===== src/rtl/jpeg_stream_writer_pkg.sv =====
`default_nettype none
// ============================================================================
//  Module      : jpeg_stream_writer_pkg
//  Description : Shared writer state encodings, JFIF marker codes and the
//                header-segment sequencing helper.
//  Revision    : 1.0 - initial release
// ============================================================================
package jpeg_stream_writer_pkg;

  typedef logic [3:0] wr_state_t;

  localparam wr_state_t wr_state_idle = 4'd0;
  localparam wr_state_t wr_state_soi  = 4'd1;
  localparam wr_state_t wr_state_dqt  = 4'd2;
  localparam wr_state_t wr_state_sof  = 4'd3;
  localparam wr_state_t wr_state_dht  = 4'd4;
  localparam wr_state_t wr_state_sos  = 4'd5;
  localparam wr_state_t wr_state_ent  = 4'd6;
  localparam wr_state_t wr_state_stuf = 4'd7;
  localparam wr_state_t wr_state_eoi  = 4'd8;

  // Second byte of each marker; every marker is preceded by mk_prefix.
  localparam logic [7:0] mk_prefix = 8'hFF;
  localparam logic [7:0] mk_soi    = 8'hD8;
  localparam logic [7:0] mk_dqt    = 8'hDB;
  localparam logic [7:0] mk_sof0   = 8'hC0;
  localparam logic [7:0] mk_dht    = 8'hC4;
  localparam logic [7:0] mk_sos    = 8'hDA;
  localparam logic [7:0] mk_eoi    = 8'hD9;

  // Header segments are emitted in a fixed order; SOS hands over to entropy.
  function automatic wr_state_t wr_next_hdr(input wr_state_t s);
    case (s)
      wr_state_soi: return wr_state_dqt;
      wr_state_dqt: return wr_state_sof;
      wr_state_sof: return wr_state_dht;
      wr_state_dht: return wr_state_sos;
      default:      return wr_state_ent;
    endcase
  endfunction

endpackage
`default_nettype wire


===== src/rtl/jpeg_out_slot.sv =====
`default_nettype none
// ============================================================================
//  Module      : jpeg_out_slot
//  Description : One-entry valid/ready output register. It may be reloaded
//                in the same cycle it is drained; data holds while stalled.
//  Revision    : 1.0 - initial release
// ============================================================================
module jpeg_out_slot #(
  parameter int W = 8
) (
  input  logic         clk,
  input  logic         rst,
  input  logic         load,
  input  logic [W-1:0] load_data,
  input  logic         out_ready,
  output logic         out_valid,
  output logic [W-1:0] out_data,
  output logic         can_load
);

  logic         valid_q, valid_d;
  logic [W-1:0] data_q,  data_d;

  assign can_load  = !valid_q | out_ready;
  assign out_valid = valid_q;
  assign out_data  = data_q;

  // Load wins over drain so a drained slot refills without a bubble.
  always_comb begin
    valid_d = valid_q;
    data_d  = data_q;
    if (load) begin
      valid_d = 1'b1;
      data_d  = load_data;
    end else if (valid_q && out_ready) begin
      valid_d = 1'b0;
    end
  end

  // Slot register.
  always_ff @(posedge clk) begin
    if (rst) begin
      valid_q <= 1'b0;
      data_q  <= '0;
    end else begin
      valid_q <= valid_d;
      data_q  <= data_d;
    end
  end

endmodule
`default_nettype wire


===== src/rtl/jpeg_stream_writer.sv =====
`default_nettype none
// ============================================================================
//  Module      : jpeg_stream_writer
//  Description : JFIF byte-stream assembler: SOI, DQT, SOF0, DHT, SOS,
//                byte-stuffed entropy data, EOI.
//  Revision    : 1.0 - initial release
// ============================================================================
module jpeg_stream_writer
  import jpeg_stream_writer_pkg::*;
#(
  parameter int HT_BYTES = 416
) (
  input  logic        clk,
  input  logic        rst,
  input  logic        start,
  input  logic        pic_is_411,
  input  logic [15:0] width,
  input  logic [15:0] heigth,
  output logic [6:0]  qt_addr,
  input  logic [7:0]  qt_data,
  output logic [8:0]  ht_addr,
  input  logic [7:0]  ht_data,
  input  logic        ent_valid,
  input  logic [7:0]  ent_data,
  input  logic        ent_last,
  output logic        ent_ready,
  output logic        out_valid,
  output logic [7:0]  out_data,
  input  logic        out_ready,
  output logic        busy,
  output logic        pic_done
);

  localparam logic [15:0] HT_LEN   = 16'(HT_BYTES + 2);
  localparam logic [9:0]  DHT_LAST = 10'(HT_BYTES + 3);

  wr_state_t   state_q, state_d;
  logic [9:0]  cnt_q, cnt_d;
  logic [6:0]  qt_addr_q, qt_addr_d;
  logic [8:0]  ht_addr_q, ht_addr_d;
  logic        data_ok_q, data_ok_d;
  logic        busy_q, busy_d;
  logic        pic_done_q, pic_done_d;
  logic        last_q, last_d;
  logic        s411_q, s411_d;
  logic [15:0] width_q, width_d;
  logic [15:0] heigth_q, heigth_d;

  logic        can_load, load, byte_avail, seg_last, qt_tbl, ht_tbl;
  logic [7:0]  byte_val;

  assign qt_addr  = qt_addr_q;
  assign ht_addr  = ht_addr_q;
  assign busy     = busy_q;
  assign pic_done = pic_done_q;

  jpeg_out_slot #(.W(8)) u_slot (
    .clk       (clk),
    .rst       (rst),
    .load      (load),
    .load_data (byte_val),
    .out_ready (out_ready),
    .out_valid (out_valid),
    .out_data  (out_data),
    .can_load  (can_load)
  );

  // State register and all datapath flops.
  always_ff @(posedge clk) begin
    if (rst) begin
      state_q    <= wr_state_idle;
      cnt_q      <= '0;
      qt_addr_q  <= '0;
      ht_addr_q  <= '0;
      data_ok_q  <= 1'b0;
      busy_q     <= 1'b0;
      pic_done_q <= 1'b0;
      last_q     <= 1'b0;
      s411_q     <= 1'b0;
      width_q    <= '0;
      heigth_q   <= '0;
    end else begin
      state_q    <= state_d;
      cnt_q      <= cnt_d;
      qt_addr_q  <= qt_addr_d;
      ht_addr_q  <= ht_addr_d;
      data_ok_q  <= data_ok_d;
      busy_q     <= busy_d;
      pic_done_q <= pic_done_d;
      last_q     <= last_d;
      s411_q     <= s411_d;
      width_q    <= width_d;
      heigth_q   <= heigth_d;
    end
  end

  // Output byte selection: constant bytes from (state, counter), table bytes
  // once the ROM data for the held address is valid, entropy passthrough.
  always_comb begin
    byte_val   = 8'h00;
    byte_avail = 1'b0;
    seg_last   = 1'b0;
    qt_tbl     = 1'b0;
    ht_tbl     = 1'b0;
    case (state_q)
      wr_state_soi: begin
        byte_avail = 1'b1;
        seg_last   = (cnt_q == 10'd1);
        byte_val   = (cnt_q == 10'd0) ? mk_prefix : mk_soi;
      end
      wr_state_dqt: begin
        seg_last = (cnt_q == 10'd133);
        if ((cnt_q >= 10'd5 && cnt_q <= 10'd68) || cnt_q >= 10'd70) begin
          qt_tbl     = 1'b1;
          byte_avail = data_ok_q;
          byte_val   = qt_data;
        end else begin
          byte_avail = 1'b1;
          case (cnt_q)
            10'd0:   byte_val = mk_prefix;
            10'd1:   byte_val = mk_dqt;
            10'd3:   byte_val = 8'h84;
            10'd69:  byte_val = 8'h01;
            default: byte_val = 8'h00;
          endcase
        end
      end
      wr_state_sof: begin
        byte_avail = 1'b1;
        seg_last   = (cnt_q == 10'd18);
        case (cnt_q)
          10'd0:   byte_val = mk_prefix;
          10'd1:   byte_val = mk_sof0;
          10'd3:   byte_val = 8'h11;
          10'd4:   byte_val = 8'h08;
          10'd5:   byte_val = heigth_q[15:8];
          10'd6:   byte_val = heigth_q[7:0];
          10'd7:   byte_val = width_q[15:8];
          10'd8:   byte_val = width_q[7:0];
          10'd9:   byte_val = 8'h03;
          10'd10:  byte_val = 8'h01;
          10'd11:  byte_val = s411_q ? 8'h22 : 8'h11;
          10'd13:  byte_val = 8'h02;
          10'd14:  byte_val = 8'h11;
          10'd15:  byte_val = 8'h01;
          10'd16:  byte_val = 8'h03;
          10'd17:  byte_val = 8'h11;
          10'd18:  byte_val = 8'h01;
          default: byte_val = 8'h00;
        endcase
      end
      wr_state_dht: begin
        seg_last = (cnt_q == DHT_LAST);
        if (cnt_q >= 10'd4) begin
          ht_tbl     = 1'b1;
          byte_avail = data_ok_q;
          byte_val   = ht_data;
        end else begin
          byte_avail = 1'b1;
          case (cnt_q)
            10'd0:   byte_val = mk_prefix;
            10'd1:   byte_val = mk_dht;
            10'd2:   byte_val = HT_LEN[15:8];
            default: byte_val = HT_LEN[7:0];
          endcase
        end
      end
      wr_state_sos: begin
        byte_avail = 1'b1;
        seg_last   = (cnt_q == 10'd13);
        case (cnt_q)
          10'd0:   byte_val = mk_prefix;
          10'd1:   byte_val = mk_sos;
          10'd3:   byte_val = 8'h0C;
          10'd4:   byte_val = 8'h03;
          10'd5:   byte_val = 8'h01;
          10'd7:   byte_val = 8'h02;
          10'd8:   byte_val = 8'h11;
          10'd9:   byte_val = 8'h03;
          10'd10:  byte_val = 8'h11;
          10'd12:  byte_val = 8'h3F;
          default: byte_val = 8'h00;
        endcase
      end
      wr_state_ent: begin
        byte_avail = ent_valid;
        byte_val   = ent_data;
      end
      wr_state_stuf: begin
        byte_avail = 1'b1;
        byte_val   = 8'h00;
      end
      wr_state_eoi: begin
        byte_avail = 1'b1;
        seg_last   = (cnt_q == 10'd1);
        byte_val   = (cnt_q == 10'd0) ? mk_prefix : mk_eoi;
      end
      default: ;
    endcase
    load      = byte_avail & can_load;
    ent_ready = (state_q == wr_state_ent) & can_load;
  end

  // Next-state, counter and table address sequencing.
  always_comb begin
    state_d    = state_q;
    cnt_d      = cnt_q;
    qt_addr_d  = qt_addr_q;
    ht_addr_d  = ht_addr_q;
    busy_d     = busy_q;
    pic_done_d = 1'b0;
    last_d     = last_q;
    s411_d     = s411_q;
    width_d    = width_q;
    heigth_d   = heigth_q;
    case (state_q)
      wr_state_idle: begin
        if (start) begin
          state_d  = wr_state_soi;
          busy_d   = 1'b1;
          s411_d   = pic_is_411;
          width_d  = width;
          heigth_d = heigth;
        end
      end
      wr_state_soi, wr_state_dqt, wr_state_sof, wr_state_dht, wr_state_sos: begin
        if (load) begin
          if (seg_last) state_d = wr_next_hdr(state_q);
          else          cnt_d   = cnt_q + 10'd1;
        end
      end
      wr_state_ent: begin
        if (load) begin
          last_d = ent_last;
          if (ent_data == 8'hFF) state_d = wr_state_stuf;
          else if (ent_last)     state_d = wr_state_eoi;
        end
      end
      wr_state_stuf: begin
        if (load) state_d = last_q ? wr_state_eoi : wr_state_ent;
      end
      wr_state_eoi: begin
        if (load) begin
          if (seg_last) begin
            state_d    = wr_state_idle;
            busy_d     = 1'b0;
            pic_done_d = 1'b1;
          end else begin
            cnt_d = cnt_q + 10'd1;
          end
        end
      end
      default: state_d = wr_state_idle;
    endcase
    if (state_d != state_q) cnt_d = '0;
    // Table addresses advance per consumed byte; the DHT address returns to
    // zero after its last byte, the quant address wraps naturally at 128.
    if (load && qt_tbl) qt_addr_d = qt_addr_q + 7'd1;
    if (load && ht_tbl) ht_addr_d = seg_last ? 9'd0 : ht_addr_q + 9'd1;
    // ROM data is trusted only after the address has been stable a cycle.
    data_ok_d = (qt_addr_d == qt_addr_q) && (ht_addr_d == ht_addr_q);
  end

endmodule
`default_nettype wire


===== config.mk =====
export PLATFORM = sky130hd
export DESIGN_NAME = jpeg_stream_writer
export DESIGN_NICKNAME = d
export VERILOG_FILES = /design/src/rtl/jpeg_stream_writer_pkg.sv /design/src/rtl/jpeg_out_slot.sv /design/src/rtl/jpeg_stream_writer.sv
export SDC_FILE = /design/constraint.sdc
export NUM_CORES = 1
export LEC_CHECK = 0
export BUFFER_PORTS_ARGS = -buffer_cell sky130_fd_sc_hd__clkbuf_2
export CORE_ASPECT_RATIO = 0.75
export CORE_UTILIZATION = 45
export CTS_CLUSTER_SIZE = 25
export DETAILED_ROUTE_END_ITERATION = 10
export PLACE_DENSITY = 0.67
export SLEW_MARGIN = 20
export SYNTH_ARGS = -nofsm -noshare
export SYNTH_HDL_FRONTEND = slang
export SYNTH_HIERARCHICAL = 1
export SYNTH_SLANG_ARGS = --single-unit

===== constraint.sdc =====
create_clock -name clk -period 3.6 [get_ports clk]
set_input_delay 0.9 -clock clk [delete_from_list [all_inputs] [get_ports clk]]
set_output_delay 0.9 -clock clk [all_outputs]
set_load 0.05 [all_outputs]

==> results by group <==
Min path
  • Hold WC Path Type: flip-flop to flip-flop
  • Hold Crit Depth: 2
  • Worst Hold Path EP: heigth_q[7]
  • Critical hold path startpoint: heigth_q[7]

Clock tree
  • CTS tree: done
  • Clock-pin slew on the worst setup and hold paths: 0.07 ns
  • Hold-fix buffers, CTS: 0
  • CTS sink count: 83
  • Htree depth: 3
  • Clock latency on the worst-skew pair: 0.35 ns
  • Max clock buf depth: 2
  • Total CTS buffers: 9
  • Root buffer cell: clkbuf_16

STA
  • Tmin final: 3.43 ns
  • Unrepaired setup endpoints after global routing: no
  • Relative slew slack: 0.522
  • Final setup vio count: 0
  • Worst-Margin Slew: 0.712 ns
  • Max frequency: 292 MHz
  • Final Max Tran Viols: 0
  • Final Hold Viols: 0
  • Final Cycle Share: 0.951
  • Worst clock skew: 0.00801 ns

Power
  • Worst vdd ir: 0.000234 V
  • Pleak: 2.41 nW
  • Pwr Density: 384 nW/um^2

Synthesis
  • Seq/Total Area, Yosys: 0.343
  • Post-synth top flop: dfxtp_1
  • Syn nets: 692
  • Mapped Cells: 618
  • Ys async rst share: 0
  • Post-Synthesis Cell Area: 4840 sq um
  • Area contributors post-synth: dfxtp_1 34%, nand2_1 9.0%, a21oi_1 6.5%, nor2_1 4.1%, mux2i_1 2.9%
  • Avg Cell Area, Syn: 7.83 sq um
  • YS warnings: 6
  • #FFs+latches synth: 83
  • Post-synth cell types: 78
  • Most frequent cell after synthesis: nand2_1
  • Number of enable flip-flop cells after synthesis: 0
  • Commonest cells in the netlist: 116 x nand2_1, 83 x dfxtp_1, 63 x a21oi_1
  • Synth top area share: 0.343
  • Area leader, netlist: dfxtp_1

Finish
  • # nets final: 779
  • Final Util: 0.565
  • Post-Layout Cell Count: 846
  • Number of fill cells: 1017
  • N_diodes: 0
  • Proportion of layout cells with a drive suffix above 1: 0.237
  • Multi-input logic area: 2990 sq um
  • FF+latch area: 1670 sq um
  • Final Instance Area: 5850 sq um
  • Area Overhead vs Synth: 20.9%

Drt
  • Via count: 5015
  • DRT Pass-1 Iters: 5
  • DRT iter0 DRCs: 661
  • Routed WL: 14200 um
  • Vias per cell: 5.93
  • WL per Instance: 16.8 um
  • Remaining antenna violation count: 0
  • DRC: 0

Die
  • IO Pins: 91
  • FP Rows: 32
  • Die Wd: 122 um
  • Die height: 91.8 um
  • Core area: 10400 sq um
  • Die ar.: 11200 sq um
  • Starting Density: 0.467

Worst setup path
  • Critical path's largest stage delay: 0.54 ns
  • Crit path DAT: 3.70 ns
  • CP cell instances: inv_1 > ha_1 > or3b_4 > a22oi_2 > nand4_1 > a22o_1 > and2_4 > o211ai_4 > nor2b_2 > inv_1 > ha_1 > inv_1 > or4_4 > o21ai_0
  • CP required: 3.87 ns
  • Kind of end point of the critical path: flip-flop
  • Slowest-stage cell, CP: or4_4
  • R2R depth: 14
  • Crit path launch type: flip-flop
  • Crit Path Category: flip-flop to flip-flop
  • Crit. Startpoint: cnt_q[1]
  • Crit Path Max Fanout: 10
  • R2r setup slk: 0.17 ns
  • Most used cell, CP: inv_1
  • RR Startpoint: cnt_q[1]

GRT
  • Overflow after GRT: 0
  • Number of global-route vias before repair: 4674
  • First-pass GRT wire length: 22900 um
  • Largest net degree at the start of global routing: 61
  • Initial antenna violation count: 0
  • GRT Total Usage: 0.263

Placement
  • Port Buf Inserts: 90
  • Placed insts: 827
  • Routability cong.: 0.974
  • Placement Cell Area: 5450 sq um
  • DP HPWL: 10700 um

Status
  • Status: complete, no violations

Job
  • Max-cap viol count: 0
-- worst max-delay path by stage --
stage / depth (start not counted) / slack (ns) / endpoint
final: 14 / 0.17 / flip-flop
after floorplan: 14 / 0.33 / flip-flop
after global placement: 14 / 0.17 / flip-flop
after CTS: 14 / 0.05 / flip-flop
after detailed placement: 14 / -0.03 / flip-flop
after global routing: 14 / 0.009 / flip-flop
-- cells in the final DEF, fill, tap and decap left out, drive strengths merged, types with 3 or more instances in the layout --
cell type	Yosys	routed
nand2	116	116
clkbuf	26	99
dfxtp	83	83
a21oi	64	64
nor2	53	53
buf	14	26
o21ai	20	20
nand4	18	18
inv	13	17
nand3	16	16
xor2	15	15
mux2i	14	14
nor3	14	14
and2	12	12
ha	11	11
and3	10	10
a22oi	8	8
a21o	6	6
a221oi	6	6
nor2b	6	6
or2	5	5
xnor2	5	5
a32oi	5	5
a222oi	5	5
or3	5	5
nand2b	4	4
a31oi	4	4
a211o	4	4
nor4	4	4
or4bb	3	3
a22o	3	3
o22ai	3	3
a221o	3	3
nor4b	3	3
nor3b	3	3
a211oi	3	3
o211ai	3	3
-- cells by family (layout without fill, tap and decap cells) --
group	Yosys count	count (layout)	share of synthesized area
AOI/OAI and AO/OA	156	156	0.219
buffers and inverters	53	145	0.0483
adders and majority gates	11	11	0.0284
xor gates and xnor gates	21	21	0.0408
and+or+nand+nor	280	280	0.292
muxes	14	14	0.0289
DFF	83	83	0.343
-- state kept, by name, summed over array words and instances (netlist names), named ones only --
signal            count
last_q                1
u_slot/out_data       8
cnt_q                10
pic_done              1
heigth_q             16
qt_addr               7
data_ok_q             1
state_q               4
u_slot/out_valid      1
ht_addr               9
busy                  1
s411_q                1
width_q              16
-- cell type report --
| cell class | instances | share of cell area |
|---|---|---|
| Sequential cell | 83 | 0.286 |
| Inverter | 13 | 0.00834 |
| Clock buffer | 9 | 0.0385 |
| Clock inverter | 7 | 0.0182 |
| Multi-Input combinational cell | 482 | 0.510 |
| Timing Repair Buffer | 116 | 0.110 |
| Tap cell | 136 | 0.0291 |
-- metrics by stage --
stage / power [W] / hold slack [ns] / setup slack, ns / TNS [ns]
global route: 0.00233 / 0.483 / 0.00867 / 0
finish: 0.00225 / 0.456 / 0.175 / 0
detailed placement: 0.00123 / 0.447 / -0.0254 / -0.0254
floorplan: 0.00114 / 0.436 / 0.334 / 0
CTS: 0.00226 / 0.457 / 0.0503 / 0
global placement: 0.00122 / 0.444 / 0.171 / 0
-- metal layers --
layer / global-route usage / part of all wire
met1: 0.367 / 0.47
met2: 0.381 / 0.42
met3: 0.0784 / 0.092
met4: 0.0895 / 0.021
met5: 0 / 0
-- power breakdown --
| group | internal, W | total [W] | switching, W |
|---|---|---|---|
| sequential | 0.000950 | 0.000973 | 0.0000232 |
| combinational | 0.0000923 | 0.000239 | 0.000146 |
| clock | 0.000621 | 0.00104 | 0.000416 |
| total | 0.00166 | 0.00225 | 0.000585 |
-- critical path, delay by kind of cell, from the launching register on --
kind | cells | cell delay [ns]
flip-flops | 1 | 0.40
AO/OA/AOI/OAI | 4 | 0.86
buffers and inverters | 3 | 0.28
adder cells (fa/ha/maj) | 2 | 0.37
AND/OR/NAND/NOR | 5 | 1.44
-- what timing repair did --
item	in CTS	in global routing
pin swaps	1	4
setup endpoints to repair	2	3
resized for setup	2	16
buffers inserted	0	3
Power figures use the tool's default switching activity.
